File: config.mk
export PLATFORM = sky130hd
export DESIGN_NAME = word_assembler
export DESIGN_NICKNAME = d
export VERILOG_FILES = /design/src/rtl/word_assembler.sv
export SDC_FILE = /design/constraint.sdc
export NUM_CORES = 1
export LEC_CHECK = 0
export CAP_MARGIN = 25
export CORE_MARGIN = 2
export CORE_UTILIZATION = 43
export CTS_CLUSTER_SIZE = 14
export DETAILED_ROUTE_END_ITERATION = 8
export PLACE_DENSITY_LB_ADDON = 0.08
export SETUP_SLACK_MARGIN = 0.4
export SLEW_MARGIN = 10
export SYNTH_ARGS = -nofsm -noshare
export SYNTH_HDL_FRONTEND = slang
export SYNTH_SLANG_ARGS = --single-unit
File: constraint.sdc
create_clock -name clk -period 2.6 [get_ports clk]
set_input_delay 0.39 -clock clk [delete_from_list [all_inputs] [get_ports clk]]
set_output_delay 0.39 -clock clk [all_outputs]
set_load 0.1 [all_outputs]
File: src/rtl/word_assembler.sv
`default_nettype none
// ============================================================================
//  Module      : word_assembler
//  Description : Packs a stream of DATA_W-bit beats into one LANES*DATA_W-bit
//                word. An internal lane counter selects the lane for each beat.
//                Both sides use valid/ready handshakes. in_last closes a short
//                word early. While a word is being handed over, a new beat can
//                be accepted in the same cycle, so the stream has no bubbles.
//  Revision    : 1.0  initial release
// ============================================================================
module word_assembler #(
   parameter int DATA_W    = 8,
   parameter int LANES     = 2,
   parameter bit MSB_FIRST = 1'b1
) (
   input  logic                         clk,
   input  logic                         rst,
   input  logic                         in_valid,
   output logic                         in_ready,
   input  logic [DATA_W-1:0]            in_data,
   input  logic                         in_last,
   output logic                         out_valid,
   input  logic                         out_ready,
   output logic [DATA_W*LANES-1:0]      out_data,
   output logic [$clog2(LANES+1)-1:0]   out_count
);

   // Lane index needs at least one bit, even when LANES==1.
   localparam int c_idx_w  = (LANES > 1) ? $clog2(LANES) : 1;
   localparam int c_cnt_w  = $clog2(LANES + 1);
   localparam int c_word_w = DATA_W * LANES;

   localparam logic [c_idx_w-1:0] c_last_idx = c_idx_w'(LANES - 1);

   // FILL collects beats. HOLD presents a completed word.
   localparam logic [0:0] c_st_fill = 1'b0;
   localparam logic [0:0] c_st_hold = 1'b1;

   logic [0:0]          r_state;
   logic [0:0]          w_state_next;
   logic [c_idx_w-1:0]  r_idx;
   logic [c_word_w-1:0] r_data;
   logic [c_cnt_w-1:0]  r_count;

   logic                w_accept;
   logic                w_take;
   logic                w_close;
   logic [c_idx_w-1:0]  w_idx_eff;
   logic [c_word_w-1:0] w_data_next;

   // A beat can only be accepted in HOLD when the held word drains in the
   // same cycle. That beat starts a fresh word, so its effective lane is 0.
   assign w_accept  = in_valid & in_ready;
   assign w_take    = out_valid & out_ready;
   assign w_idx_eff = (r_state == c_st_hold) ? '0 : r_idx;
   assign w_close   = w_accept & ((w_idx_eff == c_last_idx) | in_last);

   // Next word contents, built one lane at a time. A beat landing during
   // HOLD starts a fresh word, so every other lane is zeroed.
   for (genvar k = 0; k < LANES; k++) begin : g_lane
      localparam int c_lsb = MSB_FIRST ? (LANES - 1 - k) * DATA_W : k * DATA_W;
      logic w_lane_sel;
      assign w_lane_sel = (w_idx_eff == c_idx_w'(k));
      assign w_data_next[c_lsb +: DATA_W] =
         w_lane_sel               ? in_data :
         (r_state == c_st_hold)   ? {DATA_W{1'b0}} :
                                    r_data[c_lsb +: DATA_W];
   end

   // State register.
   always_ff @(posedge clk) begin
      if (rst) begin
         r_state <= c_st_fill;
      end else begin
         r_state <= w_state_next;
      end
   end

   // Next-state logic. In HOLD, a take with a word-closing beat stays in HOLD.
   always_comb begin
      w_state_next = r_state;
      case (r_state)
         c_st_fill: begin
            if (w_close) begin
               w_state_next = c_st_hold;
            end
         end
         c_st_hold: begin
            if (w_take) begin
               w_state_next = w_close ? c_st_hold : c_st_fill;
            end
         end
         default: begin
            w_state_next = c_st_fill;
         end
      endcase
   end

   // Handshake outputs. In HOLD, input readiness follows the consumer.
   always_comb begin
      out_valid = 1'b0;
      in_ready  = 1'b1;
      case (r_state)
         c_st_fill: begin
            out_valid = 1'b0;
            in_ready  = 1'b1;
         end
         c_st_hold: begin
            out_valid = 1'b1;
            in_ready  = out_ready;
         end
         default: begin
            out_valid = 1'b0;
            in_ready  = 1'b1;
         end
      endcase
   end

   // Datapath: lane index, word register and filled-lane count.
   always_ff @(posedge clk) begin
      if (rst) begin
         r_idx   <= '0;
         r_data  <= '0;
         r_count <= '0;
      end else if (w_accept) begin
         r_data <= w_data_next;
         if (w_close) begin
            r_idx   <= '0;
            r_count <= c_cnt_w'(w_idx_eff) + c_cnt_w'(1);
         end else begin
            r_idx   <= w_idx_eff + c_idx_w'(1);
            r_count <= '0;
         end
      end else if (w_take) begin
         r_idx   <= '0;
         r_data  <= '0;
         r_count <= '0;
      end
   end

   assign out_data  = r_data;
   assign out_count = r_count;

endmodule
`default_nettype wire

# Word-level counts from Yosys, hierarchy flattened
# Index checks and enable logic that the tools add are counted.
dict set report word_totals {
  regBits 20
  latchBits 0
  mem_bits_rw 0
  rom_bits 0
  input_bits 13
  out_inout_bits 20
  word_cells 34
  mem_count 0
}
dict set report classes {
  n_addsub 2
  n_mul 0
  div 0
  n_lt_le_gt_ge 0
  eq_ne 2
  shift 0
  n_mux 17
  n_bitwise 5
  reduce_logical 3
}
# cell count
set ops {}
lappend ops {{$mux W16} 2}
lappend ops {{$mux W8} 3}
lappend ops {{$mux W1} 6}
lappend ops {{$mux W2} 3}
lappend ops {{$pmux W1 S2} 3}
lappend ops {{$reduce_and A2 Y1} 2}
lappend ops {{$and A1 B1 Y1} 3}
lappend ops {{$ne A3 B2 Y1 const B} 1}
lappend ops {{$ne A3 B3 Y1 const B} 1}
lappend ops {{$add A1 B1 Y2 const B} 1}
lappend ops {{$reduce_bool A2 Y1} 1}
lappend ops {{$add A1 B1 Y1 const B} 1}
lappend ops {{$not A1 Y1} 1}
lappend ops {{$or A1 B1 Y1} 1}

# Longest topological paths before layout
dict set report logic_depth {
  depth_word 7
  depth_mapped 4
  depth_no_buf 3
}

# Worst setup path after synthesis
# OpenSTA, ideal clock, no wires.
dict set report synth_path {
  path_kind {register to output}
  startpoint {register r_state}
  endpoint {output port in_ready}
  arrival_time_ns 1.697
  path_slack_ns 0.513
  path_stages_with_launch 3
  cell_sequence {dfxtp_1 > and2b_4 > inv_1}
}
dict set report synth_via {
  elab_chain_len 2
}
# element line
set synth_lines {}
lappend synth_lines {{start, declared} 39} ;# logic [0:0] r_state;
lappend synth_lines {{start signal, assigned} 73} ;# r_state <= c_st_fill;
lappend synth_lines {{start signal, assigned} 75} ;# r_state <= w_state_next;
lappend synth_lines {{$not A1 Y1} 103} ;# case (r_state)
lappend synth_lines {{$pmux W1 S2 *} 103}
lappend synth_lines {{end, declared} 19} ;# output logic in_ready,
# Mark *: on every way between the ends. The rest lies on a longest branch, timed or not.

# Final worst setup path
dict set report layout_path {
  startpoint {input port out_ready}
  endpoint {output port in_ready}
}
dict set report layout_via {
  elab_chain_len 1
}
# element line
set layout_lines {}
lappend layout_lines {{start, declared} 23} ;# input logic out_ready,
lappend layout_lines {{$pmux W1 S2} 103}
# Every way passes these cells.

==> results.ini <==
[timing]
tightest_slew_ns = 0.575
period_share = 0.678
maxSlewHeadroom = 0.614
tns_ns = 0
slew_violations = 0
timing.final.hold_violations = 0
finalSetupViolCount = 0
fin_skew_ns = 0.0128
rsz0062_at_grt = no
max_freq_mhz = 567
period_needed_ns = 1.76

[clocking]
cts-root-buf = clkbuf_4
postCtsSetupRepairBufs = 0
cts_resized = 0
clock_latency_ns = 0.30
cts_sinks = 20
cts_buffers = 3
cts_tree = built
cts_buffer_depth = 2
hold_buffers = 0
cts.clk_slew.worst_paths_ns = 0.12
htreeDepth = 1

[synth]
syn_inst = 73
synth_top_area_cell = dfxtp_1
ys_warn_count = 0
seq_area_frac_synth = 0.536
syn_area_sq_um = 747
yosys.cell_types.count = 19
synth_nets = 86
avgSynthCellArea_sq_um = 10.2
synth_area_leaders = dfxtp_1, a22o_1, nand2b_1
netlist.area_leader.share = 0.536
ys_seq_elements = 20

[route]
drc_errors = 0
dr.pass1.iters = 4
wl_per_cell_microns = 13.5
vias_per_cell = 5.34
drtIter0Drc = 11
num_vias = 662
wl_microns = 1670
antenna_left = 0

[power_and_ir_drop]
power_density_nw_per_um2 = 714
p_leak_uw = 0.000458
max-vdd-ir-drop_mv = 0.554

[floorplanning]
row_count = 15
dieArea_sq_um = 2090
dieWidth_microns = 45.7
fp.dieH_microns = 45.7
initial_core_util = 0.447
core_sq_um = 1670
io_pins = 33

[grt]
grt_max_degree = 19
first_global_vias = 584
grt_overflow = 0
antenna_found_initial = 0
grt_usage = 0.175
grt_first_pass_wirelength_microns = 2590

[placed_design]
place_congestion = 0.777
port_buffers = 32
dp_hpwl_microns = 1170

[worst_setup_path]
startpoint = out_ready
cp-end-kind = primary output
crit_type = in -> out
worstPathRequired_ns = 2.21
critPathLaunchType = primary input
worst_ep_arrival_time_ns = 1.37
crit_fanout = 5
r2r-start = r_state

[worst_hold_path]
hold_class = reg -> reg
hold_path.startpoint = out_count[1]

[finish]
drive_above_1_share = 0.280
final_cell_mix = dfxtp_1, buf_4, clkdlybuf4s50_1
area_growth_pct = 46.7
nets = 121
layout.core_utilization = 0.656
fillerInstances = 164
antennaDiodeCount = 0

[flow_run]
cap_violations = 0

[status]
outcome = completed

==> cell families after synthesis <==
kind of cell           synth area share
AO/OA/AOI/OAI                     0.219
AND/OR/NAND/NOR                   0.209
flip-flops                        0.536
buffers and inverters            0.0352
==> power breakdown <==
part	leakage (uW)	switching [uW]	internal, uW
logic	0.000267	143	56.6
registers	0.000163	9.22	322
clock network	0.0000279	97.1	156
==> critical path, stage by stage <==
cell	delay [ns]
clkdlybuf4s50_1	0.49
and2b_4	0.22
inv_1	0.09
buf_12	0.18
==> metal layers <==
metal,track usage,vias up,share of wire
li1,-,332,-
met1,0.231,299,0.45
met2,0.276,29,0.46
met3,0.0635,2,0.077
met4,0.0353,0,0.0072
met5,0,-,0
==> sequential cells by signal, indices dropped and copies added (netlist names) <==
register and flops:
r_state 1, out_count 2, out_data 16, r_idx 1
==> synth_stat cells, drive strengths merged <==
master,count
and2b,2
buf,1
nand2b,9
o21a,1
a21oi,4
clkbuf,2
nor4,1
a22o,8
a21boi,1
or4,1
a32o,1
inv,3
nand3b,1
o21ai,9
nand3,8
dfxtp,20
nor2,1
==> cell type report <==
cell class / count / area, sq um / area share
Clock buffer: 3 / 22.5 / 0.0205
Inverter: 3 / 11.3 / 0.0103
Clock inverter: 1 / 30.0 / 0.0274
Timing Repair Buffer: 33 / 290 / 0.265
Sequential cell: 20 / 400 / 0.365
Tap cell: 17 / 21.3 / 0.0194
Multi-Input combinational cell: 47 / 320 / 0.292
==> metrics by stage <==
stage               hold slack (ns)  std cells  area, sq um  total power (uW)  worst slack [ns]
CTS                           0.474        124         1100               789             0.836
floorplan                     0.476         73          747               481             0.513
finish                        0.467        124         1100               783             0.837
detailed placement            0.457        120         1040               538             0.654
global route                  0.503        124         1100               809             0.786
global placement              0.443        120         1040               536             0.653
==> final timing paths <==
check             depth (start not counted)  slack, ns           end
hold reg to reg                           2       0.47  out_count[1]
setup / recovery                          4       0.84      in_ready
hold / removal                            2       0.47  out_count[1]
setup reg to reg                          3       1.23  out_data[15]
(Power assumes the default switching activity.)
